File: src/rtl/vga_pkg.sv
// Shared VGA timing defaults (640x480@60), the timing record type and the
// total-period helpers used by the raster generator.
package vga_pkg;

    localparam int H_DISPLAY_DEF = 640;
    localparam int H_FP_DEF      = 16;
    localparam int H_PULSE_DEF   = 96;
    localparam int H_BP_DEF      = 48;
    localparam int V_DISPLAY_DEF = 480;
    localparam int V_FP_DEF      = 10;
    localparam int V_PULSE_DEF   = 2;
    localparam int V_BP_DEF      = 33;

    typedef struct packed {
        int unsigned display;
        int unsigned fp;
        int unsigned pulse;
        int unsigned bp;
    } vga_axis_t;

    typedef struct packed {
        vga_axis_t h;
        vga_axis_t v;
    } vga_timing_t;

    function automatic int unsigned h_total(vga_timing_t t);
        return t.h.display + t.h.fp + t.h.pulse + t.h.bp;
    endfunction

    function automatic int unsigned v_total(vga_timing_t t);
        return t.v.display + t.v.fp + t.v.pulse + t.v.bp;
    endfunction

endpackage

File: src/rtl/vga_timing_gen_sync_delay_line.sv
// Enable-gated shift register that lines sync/blank up with the downstream
// pixel pipeline; every stage clears to zero on reset.
module sync_delay_line #(
    parameter int WIDTH = 3,
    parameter int DEPTH = 2
) (
    input  logic             clk_i,
    input  logic             rst_ni,
    input  logic             en_i,
    input  logic [WIDTH-1:0] data_i,
    output logic [WIDTH-1:0] data_o
);

    logic [DEPTH-1:0][WIDTH-1:0] stage_q;

    always_ff @(posedge clk_i or negedge rst_ni) begin
        if (!rst_ni) begin
            stage_q <= '0;
        end else if (en_i) begin
            stage_q[0] <= data_i;
            for (int i = 1; i < DEPTH; i++) begin
                stage_q[i] <= stage_q[i-1];
            end
        end
    end

    assign data_o = stage_q[DEPTH-1];

endmodule

File: src/rtl/vga_timing_gen.sv
// Parametrised VGA raster generator: x/y/frame counters stepped by pix_en,
// delayed sync/blank flags and one-clock line/frame strobes.
module vga_timing_gen
    import vga_pkg::*;
#(
    parameter int H_DISPLAY = H_DISPLAY_DEF,
    parameter int H_FP      = H_FP_DEF,
    parameter int H_PULSE   = H_PULSE_DEF,
    parameter int H_BP      = H_BP_DEF,
    parameter int V_DISPLAY = V_DISPLAY_DEF,
    parameter int V_FP      = V_FP_DEF,
    parameter int V_PULSE   = V_PULSE_DEF,
    parameter int V_BP      = V_BP_DEF,
    parameter int HS_POL    = 0,
    parameter int VS_POL    = 0,
    parameter int CNT_W     = 10,
    parameter int PIPE_DLY  = 2,
    parameter int FRAME_W   = 16
) (
    input  logic               clk,
    input  logic               reset,
    input  logic               pix_en,
    output logic [CNT_W-1:0]   x,
    output logic [CNT_W-1:0]   y,
    output logic               hsync,
    output logic               vsync,
    output logic               video_on,
    output logic               blank_n,
    output logic               line_start,
    output logic               frame_start,
    output logic [FRAME_W-1:0] frame_cnt
);

    localparam vga_timing_t TIMING = '{
        h: '{display: H_DISPLAY, fp: H_FP, pulse: H_PULSE, bp: H_BP},
        v: '{display: V_DISPLAY, fp: V_FP, pulse: V_PULSE, bp: V_BP}
    };
    localparam int H_TOTAL = int'(h_total(TIMING));
    localparam int V_TOTAL = int'(v_total(TIMING));

    if (H_TOTAL > (1 << CNT_W) || V_TOTAL > (1 << CNT_W)) begin : g_cnt_w_err
        $error("vga_timing_gen: H_TOTAL/V_TOTAL do not fit in CNT_W bits");
    end
    if (PIPE_DLY < 1) begin : g_dly_err
        $error("vga_timing_gen: PIPE_DLY must be at least 1");
    end

    // Window bounds carry one extra bit so a display width of 2^CNT_W still compares correctly.
    localparam logic [CNT_W:0] X_DE_END = (CNT_W+1)'(H_DISPLAY);
    localparam logic [CNT_W:0] X_HS_BEG = (CNT_W+1)'(H_DISPLAY + H_FP);
    localparam logic [CNT_W:0] X_HS_END = (CNT_W+1)'(H_DISPLAY + H_FP + H_PULSE);
    localparam logic [CNT_W:0] Y_DE_END = (CNT_W+1)'(V_DISPLAY);
    localparam logic [CNT_W:0] Y_VS_BEG = (CNT_W+1)'(V_DISPLAY + V_FP);
    localparam logic [CNT_W:0] Y_VS_END = (CNT_W+1)'(V_DISPLAY + V_FP + V_PULSE);
    localparam logic [CNT_W-1:0] X_LAST = CNT_W'(H_TOTAL - 1);
    localparam logic [CNT_W-1:0] Y_LAST = CNT_W'(V_TOTAL - 1);
    localparam logic HS_LVL = (HS_POL != 0);
    localparam logic VS_LVL = (VS_POL != 0);

    logic [CNT_W-1:0]   x_q, x_d, y_q, y_d;
    logic [FRAME_W-1:0] frame_q, frame_d;
    logic               line_q, line_d, frm_q, frm_d;

    always_ff @(posedge clk or negedge reset) begin
        if (!reset) begin
            x_q     <= '0;
            y_q     <= '0;
            frame_q <= '0;
            line_q  <= 1'b0;
            frm_q   <= 1'b0;
        end else begin
            x_q     <= x_d;
            y_q     <= y_d;
            frame_q <= frame_d;
            line_q  <= line_d;
            frm_q   <= frm_d;
        end
    end

    always_comb begin
        x_d     = x_q;
        y_d     = y_q;
        frame_d = frame_q;
        line_d  = 1'b0;
        frm_d   = 1'b0;
        if (pix_en) begin
            if (x_q == X_LAST) begin
                x_d    = '0;
                line_d = 1'b1;
                if (y_q == Y_LAST) begin
                    y_d     = '0;
                    frame_d = frame_q + 1'b1;
                    frm_d   = 1'b1;
                end else begin
                    y_d = y_q + 1'b1;
                end
            end else begin
                x_d = x_q + 1'b1;
            end
        end
    end

    logic [CNT_W:0] xw, yw;
    logic           de, hs_act, vs_act;
    logic [2:0]     flags_dly;

    assign xw     = {1'b0, x_q};
    assign yw     = {1'b0, y_q};
    assign de     = (xw < X_DE_END) && (yw < Y_DE_END);
    assign hs_act = (xw >= X_HS_BEG) && (xw < X_HS_END);
    assign vs_act = (yw >= Y_VS_BEG) && (yw < Y_VS_END);

    sync_delay_line #(
        .WIDTH (3),
        .DEPTH (PIPE_DLY)
    ) u_dly (
        .clk_i  (clk),
        .rst_ni (reset),
        .en_i   (pix_en),
        .data_i ({hs_act, vs_act, de}),
        .data_o (flags_dly)
    );

    assign x           = x_q;
    assign y           = y_q;
    assign frame_cnt   = frame_q;
    assign line_start  = line_q;
    assign frame_start = frm_q;
    assign hsync       = flags_dly[2] ? HS_LVL : ~HS_LVL;
    assign vsync       = flags_dly[1] ? VS_LVL : ~VS_LVL;
    assign video_on    = flags_dly[0];
    assign blank_n     = flags_dly[0];

endmodule

File: config.mk
export PLATFORM = sky130hd
export DESIGN_NAME = vga_timing_gen
export DESIGN_NICKNAME = d
export VERILOG_FILES = /design/src/rtl/vga_pkg.sv /design/src/rtl/vga_timing_gen_sync_delay_line.sv /design/src/rtl/vga_timing_gen.sv
export SDC_FILE = /design/constraint.sdc
export NUM_CORES = 1
export LEC_CHECK = 0
export BUFFER_PORTS_ARGS = -buffer_cell sky130_fd_sc_hd__buf_2
export CAP_MARGIN = 20
export CORE_ASPECT_RATIO = 1.25
export CORE_MARGIN = 5
export CORE_UTILIZATION = 54
export DETAILED_ROUTE_END_ITERATION = 8
export GPL_ROUTABILITY_DRIVEN = 0
export PLACE_DENSITY = 0.83
export SYNTH_ARGS = -nofsm -noshare
export SYNTH_HDL_FRONTEND = slang
export SYNTH_SLANG_ARGS = --single-unit
File: constraint.sdc
create_clock -name clk -period 2.1 [get_ports clk]
set_input_delay 0.21 -clock clk [delete_from_list [all_inputs] [get_ports clk]]
set_output_delay 0.21 -clock clk [all_outputs]
set_load 0.02 [all_outputs]
Word-level counts from Yosys, hierarchy flattened:

Cells that the tools add are included.

* input port bits: 3
* logic and storage cells: 32
* register bits: 44
* output and inout bits: 42

* add/sub/neg operators: 3
* mux-type cells: 9
* eq/ne operators: 2
* magnitude comparators: 6
* reductions and logical operators: 5

Operator list (count)
* adder 10 x 1 -> 10 bit, second input constant: 2
* == test 10 bit, second input constant: 2
* less-than comparator 10 bit, second input constant: 2
* less-than comparator 10 x 9 -> 1 bit, second input constant: 2
* 2-to-1 mux 10 bit: 2
* adder 16 x 1 -> 16 bit, second input constant: 1
* greater-or-equal comparator 10 bit, second input constant: 1
* greater-or-equal comparator 10 x 9 -> 1 bit, second input constant: 1
* 2-to-1 mux 1 bit: 7
* logical AND 1 bit: 3
* AND reduction 3 bit: 1
* AND reduction 2 bit: 1

Logic depth before layout (Yosys ltp):

Gate-level depths: netlist of run 1.

* depth after elaboration: 4
* mapped depth: 8
* mapped depth without buffers: 6

Modules after synthesis:

From an unflattened synthesis of run 1, not the netlist that was laid out.

* cells, all modules: 202
* area total of the unflattened synthesis: 2269.7 um^2

By module, submodules not included
* vga_timing_gen: seq. area each 950.9 um^2, times used 1, area each 1995.7 um^2, cells an instance 186
* sync_delay_line: seq. area each 150.1 um^2, times used 1, area each 274.0 um^2, cells an instance 16

Least setup slack after synthesis of run 1:

No wires, ideal clock.

* kind: reg2reg
* start point: register x_q[6] (netlist: x[6])
* end point: register frame_q[5] (netlist: frame_cnt[5])
* path slack: 103 ps
* library setup time: 131 ps
* period minus slack after synthesis: 1997 ps
* stages on the path, launching flop included: 6
* data required time: 1969 ps
* buffers on the path: 1
* data arrival time: 1866 ps
* path through: dfrtp_1 buf_6 or4b_4 nor4_4 nand4_1 xnor2_1

* word-level cells in the longest chain between the ends: 2

Ends and longest elaborated chain
* start: declaration: RTL line vga_timing_gen.sv:60 `logic [CNT_W-1:0] x_q, x_d, y_q, y_d;`
* start signal: assignment: RTL line vga_timing_gen.sv:66 `x_q <= '0;`
* start signal: assignment: RTL line vga_timing_gen.sv:72 `x_q <= x_d;`
* == test 10 bit: RTL line vga_timing_gen.sv:87 `if (x_q == X_LAST) begin`
* AND reduction 3 bit (no line)
* end signal: assignment: RTL line vga_timing_gen.sv:74 `frame_q <= frame_d;`
* end: declaration: RTL line vga_timing_gen.sv:61 `logic [FRAME_W-1:0] frame_q, frame_d;`

Every way passes these cells.
A chain may end at the register's enable or synchronous reset.

Final worst setup path of run 1:

* start point: register y_q[1] (netlist: y[1])
* end point: register frame_q[1] (netlist: frame_cnt[1])

* word-level cells in the longest chain between the ends: 2

Ends and longest elaborated chain
* start: declaration: RTL line vga_timing_gen.sv:60
* start signal: assignment: RTL line vga_timing_gen.sv:73 `y_q <= y_d;`
* == test 10 bit: RTL line vga_timing_gen.sv:90 `if (y_q == Y_LAST) begin`
* AND reduction 3 bit (no line)

Every way passes these cells.

==> metrics list, run 1 <==
- In the final layout, the share of cells above drive strength 1 is 28.40%.
* Simple-gate share of the synthesized area: 24.49%
- Longest individual stage delay on the worst path: 0.44 ns
* Critical path start-end classification: reg2reg
- Among all stages on the critical path, the largest delay is contributed by dfrtp_1.
- Async set-or-reset flop fraction in the synthesized netlist: 100.0%
- In this run the register-to-register setup slack is 0.17 ns.
* Final standard cell count with taps included and fillers excluded: 313
- Root buffer cell: clkbuf_8
- Derived from the worst setup path, the maximum achievable clock frequency is 518.7 MHz.
* Final Routed Wirelength: 4731 um
* Synth-to-layout area growth: 20.49%
- The worst hold path was traced through 2 stages.
- Synthesis produced a netlist with a net count of 211.
- Antenna violations before repair: 0
- In this run the mean area of a mapped cell was 10.80 um2.
* X dimension of the die: 66.99 um
- Initial Utilization: 54.78%
* Result of the run: completed
* Die Footprint: 0.005442 mm2
- Core Area: 0.004001 mm2
- Counting both buffers and inverters, the worst setup path holds a total of 1.
* Number of distinct library cells after synthesis: 42
* HPWL after detailed placement: 3413 um
* Leakage: 1.281 nW
- Standard-cell row count: 26
* Pin count of the biggest net entering global routing: 45
- Clk Latency, worst-skew pair: 0.30 ns
- Worst-case setup margin in the final layout: 0.1723 ns
- In the synthesized netlist, mux cells make up 1.541% of the area.
- Maximum level of the CTS H-tree: 2
* Count of state elements after synthesis: 44
- The number of global-route vias before repair came to 1689.
* Worst slack after detailed placement: 0.1527 ns
- Broken down by cell family, the worst path's largest delay share belongs to simple AND/OR/NAND/NOR gates.
- Total number of yosys warnings: 0
* Number of endpoints with negative hold slack in the final report: 0
- Summing the areas of all compound-gate instances in the mapped netlist gives 5.251% of the synthesized area.
- The startpoint identified for the worst hold timing path is pix_en.
- On the final layout, the worst hold slack is 0.2259 ns.
* Post-route ant nets: 0
* Startpoint kind of the worst setup timing path: flip-flop
- Counting the buffers created by CTS gives 5.
- Top FF cell, synth: dfrtp_1
* Via total after detailed routing: 1728
* Largest buffer count on any clock path: 2
* Largest area contributor in the synthesized netlist: dfrtp_1
- Area share of fa/ha/maj cells after synthesis: 2.854%
* Data required time of the worst path: 2.29 ns
* Post-layout nets: 265
- Number of vias per cell after detailed routing: 5.521
- Of the synthesized area, sequential elements account for 50.23%.
* Remaining max-slew budget at the tightest pin: 64.29%
* Min cycle time layout: 1.928 ns
- Clock skew on the completed layout was measured at 0.005344 ns.
- Pwr Density: 774.3 mW/mm2
* Clock Sinks: 44
- Port buffering added 44 buffers.
- The number of placed instances, taps included, is 303.
* Worst R2R Start: y[1]$_DFFE_PN0P_
* Worst path arrival time: 2.11 ns
- The endpoint identified for the worst register-to-register timing path is frame_cnt[1]$_DFFE_PN0P_.
- During I/O placement, the number of pins put on the boundary was 45.
* CTS clock-pin slew for the worst setup and hold paths: 0.08 ns
- Cell area after placement: 0.002481 mm2
- Top cell type's share of synthesized area: 50.23%
- WL/cell: 15.12 um
- STA classifies the critical path endpoint as a flip-flop.
- First-pass GRT wire length: 7872 um
* Number of max-cap violations: 0
- Post-route setup TNS: 0 ns
* Worst-case vdd ir drop: 0.0006062 V
* TritonCTS clock tree: done
- The number of pins with negative max-slew slack in the final report came to 0.
* Most common cell in the synthesized netlist: dfrtp_1
- Crit path max fanout: 6
- XOR/XNOR share of the synthesized area: 10.79%
* Setup Viol. Count Final: 0
- Antenna diode count: 0
* CP Cell Sequence: inv_1 -> ha_1 -> nor4bb_2 -> nand4_1 -> nor2_1 -> mux2_2
- After detailed routing, the number of remaining DRC violations is 0.
- Global-route total usage across every layer: 19.19%
- Synthesis produced a netlist whose cell count is 203.
* Remaining Overflow, GRT: 0
- By count the netlist is led by 44 x dfrtp_1, 23 x xnor2_1, 17 x nand3_1.
- The path with the worst hold slack has its endpoint at x[0]$_DFFE_PN0P_.
- In this run the worst setup path begins at y[1]$_DFFE_PN0P_.
- In this run, synthesis inferred 0 flip-flops with an integrated enable.
- Cell area after synthesis: 0.002192 mm2
* Final worst path period share: 91.80%
* Class of the most critical hold timing path: in2reg
- Counting cells, the worst reg-to-reg path comes to 6.
- The pre-antenna-repair detailed-routing pass consisted of 4 iterations.
- Post-route cell area: 0.002641 mm2
- Floorplan die height: 81.24 um
* Leading cell types by total area after synthesis: dfrtp_1 50%, xnor2_1 9.2%, nand4_1 4.6%
* Transition time at the pin with the least slew margin: 0.5357 ns
- Initial DRC count: 124
- Combinational family with the most area after synthesis: simple AND/OR/NAND/NOR gates
## worst max path at each step
stage	endpoint	slack (ns)	cells after the start
3_5_place_dp	frame_cnt[1]$_DFFE_PN0P_	0.15	6
2_1_floorplan	frame_cnt[5]$_DFFE_PN0P_	0.10	5
3_3_place_gp	frame_cnt[1]$_DFFE_PN0P_	0.23	6
5_1_grt	frame_cnt[1]$_DFFE_PN0P_	-0.001	6
4_1_cts	frame_cnt[1]$_DFFE_PN0P_	0.13	6
6_report	frame_cnt[1]$_DFFE_PN0P_	0.17	6
## cells in the final DEF (no fill, tap or decap), types with 5 or more instances in the layout
cell	count
and3_1	5
xnor2_1	23
o21ai_0	6
inv_1	12
nor4_1	5
buf_2	44
clkbuf_8	5
nand2_1	10
dfrtp_1	44
nor2_1	9
ha_1	5
nand4_1	16
buf_4	10
nand3_1	17
## worst reg2reg max path: stages, from the launching register on
cell and delay [ns]:
dfrtp_1 0.44, inv_1 0.10, ha_1 0.13, nor4bb_2 0.25, nand4_1 0.29, nor2_1 0.25, mux2_2 0.35
## through the flow
| step | power [W] | util, % |
|---|---|---|
| 2_1_floorplan | 0.001195 | - |
| 3_3_place_gp | 0.001299 | 62.01 |
| 3_5_place_dp | 0.001309 | 62.01 |
| 4_1_cts | 0.002060 | 65.48 |
| 5_1_grt | 0.002131 | 66.01 |
| 6_report | 0.002045 | 66.01 |
## area by class of cell
cell class	instances	area, um2
fillers	336	1360
inverters	12	45.04
well taps	56	70.07
flip-flops and latches	44	1101
clock inverters	2	60.06
multi-input cells	139	991.0
repair buffers	55	305.3
clock buffers	5	68.82
## cells by family after synthesis
logic type      Yosys count
compound gates           19
xor+xnor                 27
fa+ha+maj                 5
buf+inv                  20
flops                    44
mux                       3
simple gates             85
## sequential cells by signal, summed over array words and instances, names as in the netlist
name           cells
u_dly.stage_q      3
frame_start        1
u_dly.data_o       3
frame_cnt         16
y                 10
line_start         1
x                 10
## what timing repair did
| item | CTS | global route |
|---|---|---|
| setup endpoints to repair | 0 | 4 |
| hold buffers | 1 | 0 |
| gates resized for setup | 0 | 1 |
| buffers inserted | 0 | 2 |
| hold endpoints to repair | 25 | 0 |
## report_power, final
group          internal (W)  switching [W]  total [W]
Sequential         0.000899      0.0000757   0.000975
Clock              0.000468       0.000286   0.000754
Combinational      0.000112       0.000204   0.000316
## routing by layer
metal	GRT usage, %	wire [um]
met4	7.302	66
met2	32.94	2372
met1	23.21	2062
met5	0	0
met3	4.426	229
No activity file was read; power rests on OpenSTA's default activity.
==> inputs of run 2 (changes only) <==
Settings changed: CORE_MARGIN 5 to not set, CORE_UTILIZATION 54 to 49, PLACE_DENSITY 0.83 to 0.79.
Clock period 2.1 ns to 1.75 ns, I/O delays scaled along.
==> run 2 against run 1 <==
The flow now finishes with violations (negative setup slack); core utilization rose by 2.4 points; global-route usage increased by 2.8 points; critical path depth is 1 lower; critical path type unchanged; worst hold slack lost 0.031 ns; clock skew rose by 0.0041 ns; first-iteration DRC count shrank 49%; count of clock-buffer cells in the layout up 1.
==> metrics list, run 2 (same netlist as run 1, synthesis figures left out) <==
- Class of the most critical hold timing path: in2reg
- First-pass GRT wire length: 7983 um (+1.4%)
* R2R Path End: frame_cnt[5]$_DFFE_PN0P_
* Violated checks: negative setup slack
- Vias in the first global route: 1721 (+1.9%)
- The data arrival time of the critical path was 1.96 ns (-0.15 ns).
* Data required time of the worst path: 1.92 ns (-0.37 ns)
* Commonest non-fill, non-tap cell in the layout: buf_2
- Antenna violations before repair: 0 (unchanged)
- Worst slack after detailed placement: 0.007316 ns (-0.1454 ns)
* Die Footprint: 0.004747 mm2 (-13%)
- The cell row count is 26 (unchanged).
* X dimension of the die: 61.83 um (-7.7%)
- The worst hold path cell count is 2 (unchanged).
- Pre-antenna DRT Iters: 4 (unchanged)
- Initial Utilization: 52.24% (-2.5 points)
- Synth-to-layout area growth: 31.05%
- RSZ-0062 raised after global routing: true
- The maximum number of pins on one net before global-route repair is 45 (unchanged).
- Floorplan die height: 76.78 um (-5.5%)
* Most frequent cells in the layout: 44 x buf_2, 38 x dfrtp_1, 22 x xnor2_1, 21 x buf_4, 16 x nand4_1
- Number of vias per cell after detailed routing: 5.400 (-2.2%)
- The count of antenna-violating nets left after detailed routing came to 0 (unchanged).
- Pwr Density: 824.3 mW/mm2 (+6.5%)
- Critical path start-end classification: reg2reg
* Clock Sinks: 44 (unchanged)
- The worst-margin pin slew was 0.4615 ns (-0.07420 ns).
- The clock-pin slew on the worst setup and hold paths is 0.09 ns (about the same).
- The count of inserted antenna diode cells came to 0 (unchanged).
* Worst Skew: 0.009464 ns (+0.004120 ns)
* Initial DRC count: 63 (-49%)
- The number of failing setup endpoints in the final timing report came to 6 (+6).
- The setup slack of the most critical reg-to-reg path is -0.03 ns (-0.21 ns).
- The number of max-cap violations is 0 (unchanged).
* Worst R2R Start: x[5]$_DFFE_PN0P_
* Total clock buffers created by CTS: 5 (unchanged)
* Hold path start: pix_en
* Port Buf Inserts: 44 (unchanged)
- The path with the worst hold slack has its endpoint at x[1]$_DFFE_PN0P_.
- The maximum frequency from static timing analysis is 560.5 MHz (+8.0%).
- Via total after detailed routing: 1782 (+3.1%)
- Depth of the worst register-to-register path: 5 (-1)
* Crit path max fanout: 7 (+1)
- The worst setup path is captured at a flip-flop.
- Startpoint kind of the worst setup timing path: flip-flop
- Clk Latency, worst-skew pair: 0.30 ns (about the same)
* # DRC: 0 (unchanged)
- The final critical path time including I/O delays and setup came to 1.784 ns (-0.1435 ns).
- Largest buffer count on any clock path: 2 (unchanged)
- WL/cell: 14.48 um (-4.2%)
* Root buffer cell: clkbuf_8
* Final Routed Wirelength: 4777 um (+0.97%)
- Result of the run: finished, violations left
- The share of final-layout standard cells stronger than drive strength 1 came to 38.32% (+9.9 points).
* Worst-case setup margin in the final layout: -0.03425 ns (-0.2065 ns)
- The core area came to 0.004197 mm2 (+4.9%).
- TritonCTS built the clock tree.
- The overall routing resource usage came to 22.02% (+2.8 points).
- Number of max-slew violations in the final report: 0 (unchanged)
* HPWL after detailed placement: 3270 um (-4.2%)
- Largest register FFs: 16 (unchanged)
* Final worst path period share: 102.0% (+10 points)
- The final net count was 281 (+6.0%).
- The total power is 0.002368 W (+16%).
- The reported leakage power is 1.415 nW (+10%).
- The peak ir drop on the vdd network came to 0.0004407 V (-27%).
* Post-route setup TNS: -0.06985 ns (-0.06985 ns)
- Maximum level of the CTS H-tree: 2 (unchanged)
- The number of hold violations in the final report is 0 (unchanged).
* Remaining Overflow, GRT: 0 (unchanged)
* Remaining max-slew budget at the tightest pin: 68.95% (+4.7 points)
- Io pins: 45 (unchanged)
==> run 2: report_power, final <==
| part | internal, W | leakage, nW | switching, W |
|---|---|---|---|
| logic | 0.000170 | 0.783 | 0.000275 |
| clock network | 0.000424 | 0.0552 | 0.000341 |
| registers | 0.00108 | 0.577 | 0.0000754 |
==> run 2: critical path: stages, from the launching register on <==
cell,delay (ns)
dfrtp_2,0.41
or4b_4,0.61
nor4_4,0.20
buf_6,0.18
nand4_1,0.12
xnor2_1,0.15
==> run 2: final cells by class <==
| type | count | area (um2) |
|---|---|---|
| Tap cell | 56 | 70.07 |
| Fill cell | 302 | 1324 |
| Multi-Input combinational cell | 139 | 1089 |
| Inverter | 12 | 45.04 |
| Clock inverter | 2 | 35.03 |
| Clock buffer | 6 | 72.57 |
| Timing Repair Buffer | 71 | 452.9 |
| Sequential cell | 44 | 1109 |
==> run 2: worst max path at each step <==
stage | startpoint | endpoint | slack (ns) | depth (start not counted)
CTS | x[5]$_DFFE_PN0P_ | frame_cnt[5]$_DFFE_PN0P_ | -0.02 | 5
detailed placement | x[5]$_DFFE_PN0P_ | frame_cnt[13]$_DFFE_PN0P_ | 0.007 | 5
floorplan | x[5]$_DFFE_PN0P_ | y[4]$_DFFE_PN0P_ | -0.13 | 5
global placement | x[5]$_DFFE_PN0P_ | frame_cnt[13]$_DFFE_PN0P_ | 0.03 | 5
global route | x[5]$_DFFE_PN0P_ | frame_cnt[13]$_DFFE_PN0P_ | -0.09 | 5
finish | x[5]$_DFFE_PN0P_ | frame_cnt[5]$_DFFE_PN0P_ | -0.03 | 5
==> run 2: stage by stage <==
step                instances  cell area [um2]  hold slack [ns]  utilization (%)
floorplan                 203             2232          -0.1206                -
global placement          316             2621           0.1670            62.46
detailed placement        316             2621           0.1703            62.46
CTS                       326             2760           0.1840            65.77
global route              330             2873           0.1981            68.46
finish                    330             2873           0.1950            68.46
==> run 2: layer usage <==
metal,GRT usage [%],up-vias,wire (um)
li1,-,861,-
met1,29.71,877,2138
met2,34.73,38,2434
met3,4.047,6,137
met4,7.778,0,67
met5,0,-,0
==> run 2: what timing repair did <==
action / CTS / global route
buffers inserted: 1 / 4
gates cloned: 0 / 0
pin swaps: 1 / 7
resized for setup: 3 / 16
hold endpoints to repair: 44 / 0
setup endpoints to repair: 6 / 20
hold buffers: 1 / 0
